--- src/rtl/shared_match_pe_arbiter_pkg.sv ---
// Shared parameters for the match-PE arbiter: requester/ID-FIFO defaults and width helpers.
// Width macros fall back to local defaults when the including build does not provide them.
`ifndef ADDR_WIDTH
`define ADDR_WIDTH 16
`endif
`ifndef LAZY_LEN_LOG2
`define LAZY_LEN_LOG2 4
`endif
`ifndef MATCH_LEN_WIDTH
`define MATCH_LEN_WIDTH 8
`endif

package shared_match_pe_arbiter_pkg;

  localparam int NUM_REQ_DEFAULT  = 4;
  localparam int DEPTH_DEFAULT    = 8;
  localparam int REQ_ID_W_DEFAULT = $clog2(NUM_REQ_DEFAULT);

  // Requester-ID width, kept at least 1 bit so a single-requester build still elaborates.
  function automatic int id_width(input int num_req);
    return (num_req > 1) ? $clog2(num_req) : 1;
  endfunction

  // Occupancy counter width: must represent DEPTH itself, not just DEPTH-1.
  function automatic int cnt_width(input int depth);
    return $clog2(depth) + 1;
  endfunction

endpackage

--- src/rtl/shared_match_pe_arbiter_id_fifo.sv ---
// arb_id_fifo: in-order FIFO of requester IDs awaiting a match-PE response.
// Control (pointers, count) is reset; the storage array is not.
module arb_id_fifo
  import shared_match_pe_arbiter_pkg::*;
#(
  parameter int ID_W  = REQ_ID_W_DEFAULT,
  parameter int DEPTH = DEPTH_DEFAULT
) (
  input  logic                        clk,
  input  logic                        rst_n,
  input  logic                        push,
  input  logic [ID_W-1:0]             push_id,
  input  logic                        pop,
  output logic [ID_W-1:0]             head_id,
  output logic [cnt_width(DEPTH)-1:0] count,
  output logic                        nonempty
);

  localparam int PTR_W = $clog2(DEPTH);
  localparam int CNT_W = cnt_width(DEPTH);

  logic [ID_W-1:0]  mem [DEPTH];
  logic [PTR_W-1:0] wr_ptr;
  logic [PTR_W-1:0] rd_ptr;
  logic [CNT_W-1:0] cnt;

  always_ff @(posedge clk or negedge rst_n) begin
    if (!rst_n) begin
      wr_ptr <= '0;
      rd_ptr <= '0;
      cnt    <= '0;
    end else begin
      // DEPTH is a power of two, so the pointers wrap by natural overflow.
      if (push) wr_ptr <= wr_ptr + 1'b1;
      if (pop)  rd_ptr <= rd_ptr + 1'b1;
      case ({push, pop})
        2'b10:   cnt <= cnt + 1'b1;
        2'b01:   cnt <= cnt - 1'b1;
        default: cnt <= cnt;
      endcase
    end
  end

  always_ff @(posedge clk) begin
    if (push) mem[wr_ptr] <= push_id;
  end

  assign head_id  = mem[rd_ptr];
  assign count    = cnt;
  assign nonempty = (cnt != '0);

endmodule

--- src/rtl/shared_match_pe_arbiter.sv ---
// Round-robin arbiter sharing one match PE among NUM_REQ job PEs, with in-order response routing.
// Optional performance counters are enabled by defining SHARED_ARB_PERF_CNT_EN.
module shared_match_pe_arbiter
  import shared_match_pe_arbiter_pkg::*;
#(
  parameter int NUM_REQ  = NUM_REQ_DEFAULT,
  parameter int ADDR_W   = `ADDR_WIDTH,
  parameter int TAG_BITS = `LAZY_LEN_LOG2,
  parameter int MLEN_W   = `MATCH_LEN_WIDTH,
  parameter int DEPTH    = DEPTH_DEFAULT
) (
  input  logic                         clk,
  input  logic                         rst_n,
  input  logic [NUM_REQ-1:0]           req_valid,
  output logic [NUM_REQ-1:0]           req_ready,
  input  logic [NUM_REQ*ADDR_W-1:0]    req_head_addr,
  input  logic [NUM_REQ*ADDR_W-1:0]    req_history_addr,
  input  logic [NUM_REQ*TAG_BITS-1:0]  req_tag,
  output logic                         pe_req_valid,
  input  logic                         pe_req_ready,
  output logic [ADDR_W-1:0]            pe_req_head_addr,
  output logic [ADDR_W-1:0]            pe_req_history_addr,
  output logic [TAG_BITS-1:0]          pe_req_tag,
  input  logic                         pe_resp_valid,
  output logic                         pe_resp_ready,
  input  logic [TAG_BITS-1:0]          pe_resp_tag,
  input  logic [MLEN_W-1:0]            pe_resp_match_len,
  output logic [NUM_REQ-1:0]           resp_valid,
  input  logic [NUM_REQ-1:0]           resp_ready,
  output logic [NUM_REQ*TAG_BITS-1:0]  resp_tag,
  output logic [NUM_REQ*MLEN_W-1:0]    resp_match_len,
  output logic                         err_orphan_resp
`ifdef SHARED_ARB_PERF_CNT_EN
  ,
  output logic [NUM_REQ*32-1:0]        perf_grant_cnt,
  output logic [31:0]                  perf_stall_cnt
`endif
);

  localparam int ID_W  = id_width(NUM_REQ);
  localparam int CNT_W = cnt_width(DEPTH);

  logic [ID_W-1:0]     rr_ptr;
  logic [ID_W-1:0]     grant_idx_p0;
  logic                grant_any_p0;
  logic                grant_p0;
  logic                stage_free_p0;
  logic                vld_p1;
  logic [ADDR_W-1:0]   head_addr_p1;
  logic [ADDR_W-1:0]   hist_addr_p1;
  logic [TAG_BITS-1:0] tag_p1;
  logic [ID_W-1:0]     fifo_head;
  logic [CNT_W-1:0]    fifo_count;
  logic                fifo_nonempty;
  logic                resp_pop;

  // p0: round-robin arbitration; scanning offsets high-to-low lets the nearest requester win.
  always_comb begin
    logic [ID_W-1:0] idx;
    idx          = '0;
    grant_any_p0 = 1'b0;
    grant_idx_p0 = '0;
    for (int k = NUM_REQ - 1; k >= 0; k--) begin
      idx = ID_W'((int'(rr_ptr) + k) % NUM_REQ);
      if (req_valid[idx]) begin
        grant_any_p0 = 1'b1;
        grant_idx_p0 = idx;
      end
    end
  end

  assign stage_free_p0 = !vld_p1 || pe_req_ready;
  assign grant_p0      = grant_any_p0 && stage_free_p0 && (fifo_count < CNT_W'(DEPTH));

  always_comb begin
    req_ready = '0;
    if (grant_p0) req_ready[grant_idx_p0] = 1'b1;
  end

  always_ff @(posedge clk or negedge rst_n) begin
    if (!rst_n) begin
      rr_ptr <= '0;
    end else if (grant_p0) begin
      rr_ptr <= (grant_idx_p0 == ID_W'(NUM_REQ - 1)) ? '0 : grant_idx_p0 + 1'b1;
    end
  end

  // p1: output stage toward the match PE; data holds while the PE back-pressures.
  always_ff @(posedge clk or negedge rst_n) begin
    if (!rst_n) begin
      vld_p1 <= 1'b0;
    end else if (grant_p0) begin
      vld_p1 <= 1'b1;
    end else if (pe_req_ready) begin
      vld_p1 <= 1'b0;
    end
  end

  always_ff @(posedge clk) begin
    if (grant_p0) begin
      head_addr_p1 <= req_head_addr[int'(grant_idx_p0)*ADDR_W +: ADDR_W];
      hist_addr_p1 <= req_history_addr[int'(grant_idx_p0)*ADDR_W +: ADDR_W];
      tag_p1       <= req_tag[int'(grant_idx_p0)*TAG_BITS +: TAG_BITS];
    end
  end

  assign pe_req_valid        = vld_p1;
  assign pe_req_head_addr    = head_addr_p1;
  assign pe_req_history_addr = hist_addr_p1;
  assign pe_req_tag          = tag_p1;

  arb_id_fifo #(
    .ID_W  (ID_W),
    .DEPTH (DEPTH)
  ) u_fifo (
    .clk      (clk),
    .rst_n    (rst_n),
    .push     (grant_p0),
    .push_id  (grant_idx_p0),
    .pop      (resp_pop),
    .head_id  (fifo_head),
    .count    (fifo_count),
    .nonempty (fifo_nonempty)
  );

  // Response path: the PE answers in order, so the FIFO head names the destination lane.
  always_comb begin
    resp_valid = '0;
    for (int i = 0; i < NUM_REQ; i++) begin
      resp_valid[i] = pe_resp_valid && fifo_nonempty && (fifo_head == ID_W'(i));
    end
  end

  assign pe_resp_ready  = fifo_nonempty && resp_ready[fifo_head];
  assign resp_pop       = pe_resp_valid && pe_resp_ready;
  assign resp_tag       = {NUM_REQ{pe_resp_tag}};
  assign resp_match_len = {NUM_REQ{pe_resp_match_len}};

  always_ff @(posedge clk or negedge rst_n) begin
    if (!rst_n) begin
      err_orphan_resp <= 1'b0;
    end else if (pe_resp_valid && !fifo_nonempty) begin
      err_orphan_resp <= 1'b1;
    end
  end

`ifdef SHARED_ARB_PERF_CNT_EN
  always_ff @(posedge clk or negedge rst_n) begin
    if (!rst_n) begin
      perf_grant_cnt <= '0;
      perf_stall_cnt <= '0;
    end else begin
      for (int i = 0; i < NUM_REQ; i++) begin
        if (grant_p0 && (grant_idx_p0 == ID_W'(i)))
          perf_grant_cnt[i*32 +: 32] <= perf_grant_cnt[i*32 +: 32] + 32'd1;
      end
      if ((|req_valid) && !grant_p0) perf_stall_cnt <= perf_stall_cnt + 32'd1;
    end
  end
`endif

endmodule

--- config.mk ---
export PLATFORM = sky130hd
export DESIGN_NAME = shared_match_pe_arbiter
export DESIGN_NICKNAME = d
export VERILOG_FILES = /design/src/rtl/shared_match_pe_arbiter_pkg.sv /design/src/rtl/shared_match_pe_arbiter_id_fifo.sv /design/src/rtl/shared_match_pe_arbiter.sv
export SDC_FILE = /design/constraint.sdc
export NUM_CORES = 1
export LEC_CHECK = 0
export ABC_AREA = 0
export CAP_MARGIN = 20
export CELL_PAD_IN_SITES_DETAIL_PLACEMENT = 0
export CELL_PAD_IN_SITES_GLOBAL_PLACEMENT = 1
export CORE_UTILIZATION = 30
export DETAILED_ROUTE_END_ITERATION = 10
export HOLD_SLACK_MARGIN = 0.03
export PLACE_DENSITY = 0.89
export SLEW_MARGIN = 10
export SYNTH_ARGS = -nofsm -noshare
export SYNTH_HDL_FRONTEND = slang
export SYNTH_SLANG_ARGS = --single-unit
--- constraint.sdc ---
create_clock -name clk -period 5.3 [get_ports clk]
set_input_delay 1.06 -clock clk [delete_from_list [all_inputs] [get_ports clk]]
set_output_delay 1.06 -clock clk [all_outputs]
set_load 0.005 [all_outputs]
==> results of run 1 <==
## Yosys cell counts (all sizes together)
master / count
a211o: 1
a21o: 2
a21oi: 4
and2: 4
and3: 1
buf: 59
clkbuf: 3
dfrtp: 14
edfxtp: 52
fa: 1
ha: 9
inv: 9
mux2: 6
mux2i: 110
mux4: 4
nand2: 15
nand2b: 3
nand3: 1
nor2: 4
nor2b: 3
nor3: 2
nor3b: 3
nor4: 2
nor4b: 2
o21a: 1
o21ai: 1
o22ai: 1
o31ai: 1
o41ai: 1
xnor2: 7
xor2: 1
## where the power goes
group	switching [mW]	internal (mW)
clock	0.226	0.392
sequential	0.111	0.814
combinational	0.574	0.732
total	0.911	1.94
## worst paths after layout
path,end,slack [ns],cells after the start
worst max register to register,u_fifo.count[3],1.93,12
worst min register to register,err_orphan_resp,0.45,1
worst max-delay path,req_ready[3],0.82,8
min in group asynchronous,u_fifo.rd_ptr[1],1.13,1
worst min-delay path,err_orphan_resp,0.45,1
max in group asynchronous,u_fifo.wr_ptr[2],3.75,1
## through the flow
step,std cells,power [mW]
finish,662,2.85
global route,662,3.04
CTS,662,2.89
detailed placement,646,2.27
global placement,646,2.23
floorplan,327,1.73
## layout make-up
type                    count  area (um^2)  share of cell area
clock inverters             6         61.3             0.00972
well taps                 176          220              0.0349
repair buffers            205         2040               0.324
flip-flops and latches     66         1910               0.303
clock buffers              10          250              0.0397
multi-input cells         190         1790               0.283
inverters                   9         33.8             0.00536
## cells by family after synthesis
group / count (synthesis) / synth area share
AO/OA/AOI/OAI: 12 / 0.0190
flip-flops: 66 / 0.461
adder cells (fa/ha/maj): 10 / 0.0319
buffers and inverters: 71 / 0.111
XOR/XNOR: 8 / 0.0169
AND/OR/NAND/NOR: 40 / 0.0518
multiplexers: 120 / 0.309
## metal layers
metal  vias up  GRT usage  wire length [um]  part of all wire
met5         -          0                 0                 0
li1       1456          -                 -                 -
met1      1387      0.149              3640              0.36
met3        15     0.0594               941             0.092
met4         0     0.0570               168             0.016
met2       125      0.279              5500              0.54
## worst register-to-register path: stages (launching register included)
cell and delay, ns:
dfrtp_1 0.58, mux2_1 0.37, mux4_2 0.50, mux4_2 0.51, nand2_4 0.12, inv_2 0.03
ha_1 0.20, ha_1 0.29, a21o_1 0.17, a21oi_1 0.17, xnor2_1 0.13, nor2_1 0.07
xnor2_1 0.12
## registers in the layout (all words and copies together) (netlist names)
| signal | cells |
|---|---|
| pe_req_head_addr | 16 |
| pe_req_history_addr | 16 |
| u_fifo.mem | 16 |
| pe_req_tag | 4 |
| u_fifo.count | 4 |
| u_fifo.rd_ptr | 3 |
| u_fifo.wr_ptr | 3 |
| rr_ptr | 2 |
| err_orphan_resp | 1 |
| pe_req_valid | 1 |
==> qor.csv, run 1 <==
metric,value,unit
status,"complete, no violations",
CP cell instances,clkdlybuf4s50_1 > a21oi_1 > o21a_1 > o22ai_1 > inv_2 > ha_1 > and2_1 > clkdlybuf4s50_1,
# diodes,0,
flop and latch count out of synthesis,66,
Cell Rows,42,
"most common cell after layout, fill and taps aside",clkdlybuf4s50_1,
vias in the first global route,3279,
fin. max-slew vios,0,
drt total wl,10200,um
Setup Buffers After CTS,0,
die footprint,14300,um^2
Post-DP HPWL,8140,um
"Cell Area, Placed",6000,um^2
H-tree levels,3,
Maximum Capacitance Violations,0,
WHS,0.453,ns
root buffer cell,clkbuf_16,
Vias per Instance,4.51,
Crit. End Element,primary output,
post-layout util,0.473,
Resized Gates After CTS,0,
drt pass-1 iters,3,
cell mode on critical path,clkdlybuf4s50_1,
Min-Delay Path Class,flip-flop to flip-flop,
largest net degree at the start of global routing,51,
initial antenna violation count,0,
routed via count,2983,
Die W,120,um
syn avg cell area,12.7,um^2
Worst-Skew Late Latency,0.33,ns
chip height,120,um
Final period util,0.846,
hold buffers post-CTS,0,
Overall Global Routing Usage,0.150,
global-route wire length before repair,16400,um
CTS Buf Count,9,
warnings from Yosys,0,
# fillers,1281,
Crit path max-delay family,buffers and inverters,
WS Path Type,input pin to primary output,
sequential fraction of the synthesis area,0.461,
cell taking the most area after synthesis,edfxtp_1,
fraction of layout cells with a size suffix above 1,0.0658,
Worst Clk Skew,0.00863,ns
Worst VDD drop,0.184,mV
initial DRC count,72,
CP Max Fanout,21,
crit start category,input pin,
slowest stage cell on the critical path,clkdlybuf4s50_1,
clock slew at reported path FFs,0.06,ns
min-delay src,err_orphan_resp,
Buf/Inv on CP,3,
RSZ-0062 raised after global routing,false,
"Cell Area, Synth",4150,um^2
leakage power,2.62,nW
gpl congestion,0.785,
Cell variety after synth,39,
Final ANT Viol Nets,0,
"Hold Vio Cnt, Final",0,
Worst Tran Pin Value,0.790,ns
Highest Clock Rate,223,MHz
max incr delay on CP,0.55,ns
setup TNS,0,ns
syn nets,505,
pre-CTS setup slack,0.765,ns
Power per Cell Area,452,nW/um^2
Max clock buf depth,2,
Tmin final,4.48,ns
nets@finish,659,
CTS tree,yes,
reg2reg start,u_fifo.rd_ptr[0],
core area,13300,um^2
Final setup viols,0,
Synth-to-Final Area Change,52.0,%
DR WL/cell,15.5,um
Initial Util,0.311,
crit path launch,req_valid[0],
"commonest non-fill, non-tap cells in the layout","202 x clkdlybuf4s50_1, 110 x mux2i_1, 52 x edfxtp_1",
Finished Cell Area,6310,um^2
Setup WS post-layout,0.818,ns
WP data arrival,3.42,ns
slew margin rel.,0.473,
top area cells in the synthesized netlist,"edfxtp_1 38%, mux2i_1 27%, buf_4 8.7%",
boundary pin count,263,
Sink Count,66,
Post-Synthesis Cells,327,
Synth top area share,0.376,
overflow left after global routing,0,
I/O Buffers,202,
Post-route DRC,0,
"Data required, critical path",4.24,ns
Power figures use the tool's default switching activity.
==> run 2: changes to the inputs <==
Settings changed: CORE_UTILIZATION 30 to 25, PLACE_DENSITY 0.89 to 0.79.
Clock period 5.3 ns to 3.7 ns, I/O delays scaled along.
==> run 2 against run 1 <==
  * Utilization shrank 7.3 points
  * Cell area grew 1.8%
  * Non-clock buffer count grew 4
  * Die area grew 20%
  * Via count grew 0.27%
  * Global-route usage shrank 2.4 points
  * Power grew 46%
  * Clock skew grew 0.00075 ns
  * Sequential cell count is the same
  * Count of clock-buffer cells in the layout grew 2
  * Wire length grew 1.2%
  * Largest power group unchanged
  * Highest routed layer unchanged
==> qor.csv, run 2 (synthesis gave the netlist of run 1 again) <==
metric,value,unit
"most common cell after layout, fill and taps aside",clkdlybuf4s50_1,
"Data required, critical path",2.96,ns
fin. max-slew vios,0,
largest net degree at the start of global routing,61,
leakage power,2.65,nW
hold buffers post-CTS,0,
post-layout util,0.400,
Setup WS post-layout,0.162,ns
"Hold Vio Cnt, Final",0,
Highest Clock Rate,283,MHz
I/O Buffers,202,
WP data arrival,2.80,ns
Sink Count,66,
Initial Util,0.259,
# diodes,0,
placed cells,690,
Die W,131,um
drt total wl,10400,um
initial antenna violation count,0,
gpl congestion,0.781,
Final setup viols,0,
Final period util,0.956,
slew margin rel.,0.569,
WHS,0.458,ns
Power per Cell Area,647,nW/um^2
H-tree levels,3,
nets@finish,663,
crit start category,flip-flop,
Worst-Skew Late Latency,0.34,ns
drt pass-1 iters,4,
clock slew at reported path FFs,0.06,ns
Synth-to-Final Area Change,54.7,%
Crit. End Element,primary output,
CTS Buf Count,9,
Post-DP HPWL,8270,um
final non-filler cell total,706,
Min-Delay Path Class,flip-flop to flip-flop,
Vias per Instance,4.24,
vias in the first global route,3143,
fraction of layout cells with a size suffix above 1,0.0755,
boundary pin count,263,
Tmin final,3.54,ns
CP Max Fanout,8,
pre-CTS setup slack,0.136,ns
RSZ-0062 raised after global routing,false,
WS Path Type,flip-flop to primary output,
overflow left after global routing,0,
chip height,131,um
Overall Global Routing Usage,0.126,
Worst VDD drop,0.219,mV
Final ANT Viol Nets,0,
"commonest non-fill, non-tap cells in the layout","202 x clkdlybuf4s50_1, 110 x mux2i_1, 52 x edfxtp_1",
CTS tree,yes,
Maximum Capacitance Violations,0,
die footprint,17100,um^2
Post-route DRC,0,
Max clock buf depth,2,
global-route wire length before repair,15800,um
Worst Clk Skew,0.00938,ns
root buffer cell,clkbuf_16,
initial DRC count,60,
Cell Rows,46,
setup TNS,0,ns
DR WL/cell,14.7,um
Worst Tran Pin Value,0.645,ns
core area,16100,um^2
routed via count,2991,
status,"complete, no violations",
run 2: cell type report:
type | instances | area (um^2)
Tap cell | 216 | 270
Inverter | 9 | 33.8
Multi-Input combinational cell | 190 | 1790
Clock buffer | 12 | 300
Clock inverter | 4 | 32.5
Fill cell | 1492 | 9630
Timing Repair Buffer | 209 | 2090
Sequential cell | 66 | 1910
run 2: worst max-delay path, stage by stage, from the launching register on:
cell and delay (ns):
dfrtp_2 0.48, mux2_1 0.35, mux4_2 0.50, mux4_2 0.51
nor2b_1 0.16, clkdlybuf4s50_1 0.46
run 2: what timing repair did:
item	4_1_cts	5_1_grt
setup buffers	0	0
endpoints found under the setup margin	0	1
resized for setup	0	1
run 2: power by group:
| part | internal, mW | switching, mW | total [mW] |
|---|---|---|---|
| clock network | 0.583 | 0.341 | 0.924 |
| logic | 1.08 | 0.833 | 1.91 |
| registers | 1.17 | 0.157 | 1.32 |
run 2: layer usage:
metal  routed length [um]  global-route usage  part of all wire
met5                    0                   0                 0
met1                 3780               0.127              0.36
met2                 5510               0.228              0.53
met4                  146              0.0487             0.014
met3                  929              0.0570             0.090
run 2: final timing paths:
check | start | endpoint | slack [ns] | depth (start not counted)
worst max-delay path | u_fifo.rd_ptr[0] | pe_resp_ready | 0.16 | 5
worst min-delay path | err_orphan_resp | err_orphan_resp | 0.46 | 1
worst max register to register | u_fifo.rd_ptr[0] | u_fifo.count[3] | 0.45 | 12
worst min register to register | err_orphan_resp | err_orphan_resp | 0.46 | 1
max in group asynchronous | rst_n | u_fifo.rd_ptr[0] | 2.45 | 1
min in group asynchronous | rst_n | u_fifo.count[3] | 0.80 | 1
run 2: per-stage QoR:
| stage | power, mW | instance area (um^2) |
|---|---|---|
| after detailed placement | 3.29 | 6090 |
| after CTS | 4.24 | 6420 |
| after floorplan | 2.48 | 4150 |
| after global placement | 3.24 | 6090 |
| final | 4.16 | 6420 |
| after global routing | 4.45 | 6420 |
==> run 3: changes to the inputs <==
Settings changed: CORE_MARGIN from default to 1.5, CORE_UTILIZATION 25 to 27, PLACE_DENSITY 0.79 to 0.81.
Clock period 3.7 ns to 3.8 ns, I/O delays scaled along.
==> run 3 against run 2 <==
  * Sequential power hardly changed
  * Critical path type unchanged
  * First-iteration DRC count shrank 23%
  * Register-to-register slack got worse by 0.03 ns
  * Global-route usage is 0.81 points higher
  * Critical path depth did not move
  * Cell area shrank 0.95%
  * Sequential cell count unchanged
==> qor.csv, run 3 (synthesis gave the netlist of run 1 again) <==
metric,value,unit
initial antenna violation count,0,
largest net degree at the start of global routing,56,
die footprint,16100,um^2
chip height,127,um
RSZ-0062 raised after global routing,false,
global-route wire length before repair,16300,um
status,"complete, no violations",
Vias per Instance,4.43,
Highest Clock Rate,273,MHz
boundary pin count,263,
Post-DP HPWL,8400,um
nets@finish,662,
Sink Count,66,
Cell Rows,45,
Min-Delay Path Class,flip-flop to flip-flop,
leakage power,2.64,nW
CP Max Fanout,8,
drt total wl,10500,um
WP data arrival,2.91,ns
# fillers,1449,
Final ANT Viol Nets,0,
DR WL/cell,15.5,um
Hold Path Depth,1,
CTS Buf Count,9,
Synth-to-Final Area Change,53.3,%
"Cell Area, Placed",6030,um^2
clock slew at reported path FFs,0.06,ns
initial DRC count,46,
Resized Gates After CTS,0,
gpl congestion,0.741,
"Data required, critical path",3.04,ns
crit start category,flip-flop,
Power per Cell Area,637,nW/um^2
Overall Global Routing Usage,0.134,
Maximum Capacitance Violations,0,
Max clock buf depth,2,
setup TNS,0,ns
Setup Buffers After CTS,0,
root buffer cell,clkbuf_16,
vias in the first global route,3244,
Crit. End Element,primary output,
slowest stage cell on the critical path,dfrtp_1,
Worst Tran Pin Value,0.879,ns
Worst Clk Skew,0.0101,ns
"commonest non-fill, non-tap cells in the layout","202 x clkdlybuf4s50_1, 110 x mux2i_1, 52 x edfxtp_1",
"Hold Vio Cnt, Final",0,
WS Path Type,flip-flop to primary output,
R2R cell count,12,
Worst-Skew Late Latency,0.34,ns
overflow left after global routing,0,
Worst VDD drop,0.217,mV
overall power,4.05,mW
cell mode on critical path,mux4_2,
# diodes,0,
Finished Cell Area,6360,um^2
Die W,127,um
max incr delay on CP,0.56,ns
hold buffers post-CTS,0,
Post-route DRC,0,
"most common cell after layout, fill and taps aside",clkdlybuf4s50_1,
I/O Buffers,202,
routed via count,3000,
Final period util,0.965,
CTS tree,yes,
Initial Util,0.275,
core area,15100,um^2
slew margin rel.,0.414,
H-tree levels,3,
Tmin final,3.67,ns
drt pass-1 iters,4,
CP cell instances,mux2_1 > mux4_2 > mux4_2 > nor2b_1 > clkdlybuf4s50_1,
fin. max-slew vios,0,
fraction of layout cells with a size suffix above 1,0.0716,
Final setup viols,0,
==> run 3: changes by cell type in the layout (fill, tap and decap cells not counted), moves of 2 or more <==
| cell | previous run | this run |
|---|---|---|
| bufinv_16 | 0 | 2 |
| clkbuf_16 | 12 | 9 |
| inv_6 | 2 | 0 |
| clkinv_4 | 1 | 3 |
==> run 3: where the power goes <==
part / internal (mW) / total [mW] / switching [mW]
combinational: 1.04 / 1.85 / 0.808
clock: 0.581 / 0.915 / 0.334
sequential: 1.14 / 1.29 / 0.154
total: 2.75 / 4.05 / 1.30
==> run 3: per-stage QoR <==
step / cells / utilization / worst slack, ns / hold slack (ns)
2_1_floorplan: 327 / - / 0.674 / 0.451
3_3_place_gp: 661 / 0.400 / 0.250 / 0.441
3_5_place_dp: 661 / 0.400 / 0.218 / 0.455
4_1_cts: 677 / 0.422 / 0.0963 / 0.470
5_1_grt: 677 / 0.422 / 0.0210 / 0.503
6_report: 677 / 0.422 / 0.133 / 0.461
==> run 3: final timing paths <==
path	startpoint	to	slack, ns
min reg2reg	err_orphan_resp	err_orphan_resp	0.46
min	err_orphan_resp	err_orphan_resp	0.46
max reg2reg	u_fifo.rd_ptr[0]	u_fifo.count[3]	0.42
max in group asynchronous	rst_n	rr_ptr[1]	2.58
min in group asynchronous	rst_n	u_fifo.count[3]	0.81
max	u_fifo.rd_ptr[0]	pe_resp_ready	0.13
==> run 3: layout make-up <==
cell class | instances | area, um^2 | share of cell area
repair buffers | 208 | 2070 | 0.325
flip-flops and latches | 66 | 1910 | 0.300
multi-input cells | 190 | 1790 | 0.281
well taps | 188 | 235 | 0.0370
clock buffers | 9 | 225 | 0.0354
clock inverters | 7 | 103 | 0.0161
inverters | 9 | 33.8 | 0.00531
==> run 3: worst max-delay path, delay by kind of cell, from the launching register on <==
family,cells,cell delay (ns)
muxes,3,1.38
buffers and inverters,1,0.47
and+or+nand+nor,1,0.16
DFF,1,0.56
==> run 3: per-layer routing <==
layer	wire length, um	GRT usage	part of all wire	vias to the layer above
li1	-	-	-	1461
met1	3790	0.129	0.36	1397
met2	5560	0.252	0.53	130
met3	993	0.0553	0.094	12
met4	176	0.0588	0.017	0
met5	0	0	0	-
==> edit, RTL diff (flow settings as in run 2) <==
Register the output `err_orphan_resp` once more, with the module's reset; this adds one clock of latency there. The other outputs are not delayed to match.
--- a/src/rtl/shared_match_pe_arbiter.sv
+++ b/src/rtl/shared_match_pe_arbiter.sv
@@ -40,4 +40,6 @@
   localparam int ID_W  = id_width(NUM_REQ);
   localparam int CNT_W = cnt_width(DEPTH);
+
+  logic err_orphan_resp_s0;
 
   logic [ID_W-1:0]     rr_ptr;
@@ -139,7 +141,7 @@
   always_ff @(posedge clk or negedge rst_n) begin
     if (!rst_n) begin
-      err_orphan_resp <= 1'b0;
+      err_orphan_resp_s0 <= 1'b0;
     end else if (pe_resp_valid && !fifo_nonempty) begin
-      err_orphan_resp <= 1'b1;
+      err_orphan_resp_s0 <= 1'b1;
     end
   end
@@ -160,4 +162,12 @@
 `endif
 
+  always_ff @(posedge clk or negedge rst_n) begin
+    if (!rst_n) begin
+      err_orphan_resp <= '0;
+    end else begin
+      err_orphan_resp <= err_orphan_resp_s0;
+    end
+  end
+
 endmodule
 
Function: changed (Yosys sat finds a counterexample within 4 cycles, from zero or initial values and one cycle with rst_n low).
==> edit against run 2 <==
Routed wire length fell by 0.31%. Via count fell by 0.64%. Critical endpoint unchanged. Final area fell by 0.53%. Setup slack got worse by 1.0 ps. Die area rose by 0.59%. Sequential cell count rose by 1. Synthesized area rose by 0.60%. Total power fell by 2.8%.
==> edit: results (changes against run 2) <==
----------------------------------------------------
[Status]
  Result of the run ... finished clean (unchanged)

[Pwr]
  Total net switching power ... 1.32 mW (was 1.33 mW)
  Peak supply drop ... 257 uV (was 219 uV)

[Place]
  Hpwl dp ... 8.21 mm (was 8.27 mm)
  Global placement routability congestion ... 0.779 (was 0.781)

[Synth]
  Post-Syn Nets ... 506 (was 505)
  Most used standard cells in the synthesized netlist ... 110 x mux2i_1, 52 x edfxtp_1, 48 x buf_4 (unchanged)
  Dominant cells by area after synthesis ... edfxtp_1 37%, mux2i_1 26%, dfrtp_1 9.0%, buf_4 8.6%, ha_1 2.7% (was edfxtp_1 38%, mux2i_1 27%, buf_4 8.7%, dfrtp_1 8.4%, ha_1 2.7%)
  Fraction of registers with async set/reset ... 22.4% (was 21.2%)
  Sequential-to-total area share from yosys stat ... 46.4% (was 46.1%)

[Global routing]
  Global routing usage summed across all routing layers ... 12.2% (was 12.6%)
  Maximum number of pins on one net before global-route repair ... 73 (was 61)
  First-pass GRT wire length ... 16.2 mm (was 15.8 mm)
  Number of global-route vias before repair ... 3217 (was 3143)

[Final layout]
  Final nets ... 665 (was 663)
  Fraction of final layout cells with drive strength greater than 1 ... 7.52% (was 7.55%)
  Filler cells ... 1506 (was 1492)

[Timing]
  Transition at the pin with the smallest max-transition slack ... 717 ps (was 645 ps)
  Fin Clk Skew ... 8.16 ps (was 9.38 ps)

[Worst hold path]
  Hold path startpoint ... err_orphan_resp_s0 (was err_orphan_resp)

[Critical path]
  Crit path capture ... pe_resp_ready (unchanged)
  Register-to-register setup slack ... 400 ps (was 450 ps)

[Drt]
  Number of DRC markers after the initial detailed-route iteration ... 92 (was 60)
  Wire length per cell ... 14.6 um (was 14.7 um)
  Routed via count ... 2972 (was 2991)

[Clock network]
  CTS H-Tree Depth ... 3 (unchanged)

----------------------------------------------------
edit: cell type report:
cell class	count	area (um^2)	area share [%]
clock inverter	6	37.5	0.587
tap	216	270	4.23
timing repair buffer	210	2090	32.8
inverter	9	33.8	0.529
clock buffer	10	229	3.58
multi-input combinational	190	1790	28.0
sequential	67	1940	30.3
edit: worst min-delay path by stage:
stage | slack [ps] | end | cells past startpoint
6_report | 390 | err_orphan_resp | 0
5_1_grt | 410 | err_orphan_resp | 0
4_1_cts | 390 | err_orphan_resp | 0
3_5_place_dp | 360 | err_orphan_resp | 0
3_3_place_gp | 360 | err_orphan_resp | 0
2_1_floorplan | 360 | err_orphan_resp | 0
edit: metal layers:
metal / routed length, um / track usage [%] / up-vias / share of wire [%]
li1: - / - / 1466 / -
met1: 3800 / 12.3 / 1355 / 37
met2: 5340 / 21.8 / 137 / 52
met3: 1050 / 6.37 / 14 / 10
met4: 149 / 3.81 / 0 / 1.4
met5: 0 / 0 / - / 0
edit: critical path: cells and delay by family (launching register included):
family | cells | cell delay (ps)
multiplexers | 3 | 1360
flip-flops | 1 | 490
buffers and inverters | 1 | 460
AND/OR/NAND/NOR | 1 | 160
edit: power groups by stage:
stage / Sequential [mW] / Clock (mW) / Combinational, mW
after CTS: 1.34 / 0.811 / 1.97
after global placement: 1.34 / 0 / 1.92
after floorplan: 1.32 / 0 / 1.17
after detailed placement: 1.36 / 0 / 1.96
final: 1.34 / 0.782 / 1.92
after global routing: 1.37 / 0.842 / 2.11
edit: stage by stage:
stage | instances | setup slack [ps] | hold WS [ps]
3_3_place_gp | 692 | 224 | 365
3_5_place_dp | 692 | 195 | 363
2_1_floorplan | 328 | 574 | 355
6_report | 708 | 161 | 387
4_1_cts | 708 | 21.9 | 392
5_1_grt | 708 | 32.5 | 412
edit: cell families (layout without fill, tap and decap cells):
logic type      Yosys count  in the layout  synth area share (%)
compound gates           12             12                  1.89
xor+xnor                  8              8                  1.68
fa+ha+maj                10             10                  3.18
buf+inv                  71            235                  11.1
flops                    67             67                  46.4
mux                     120            120                  30.7
simple gates             40             40                  5.15
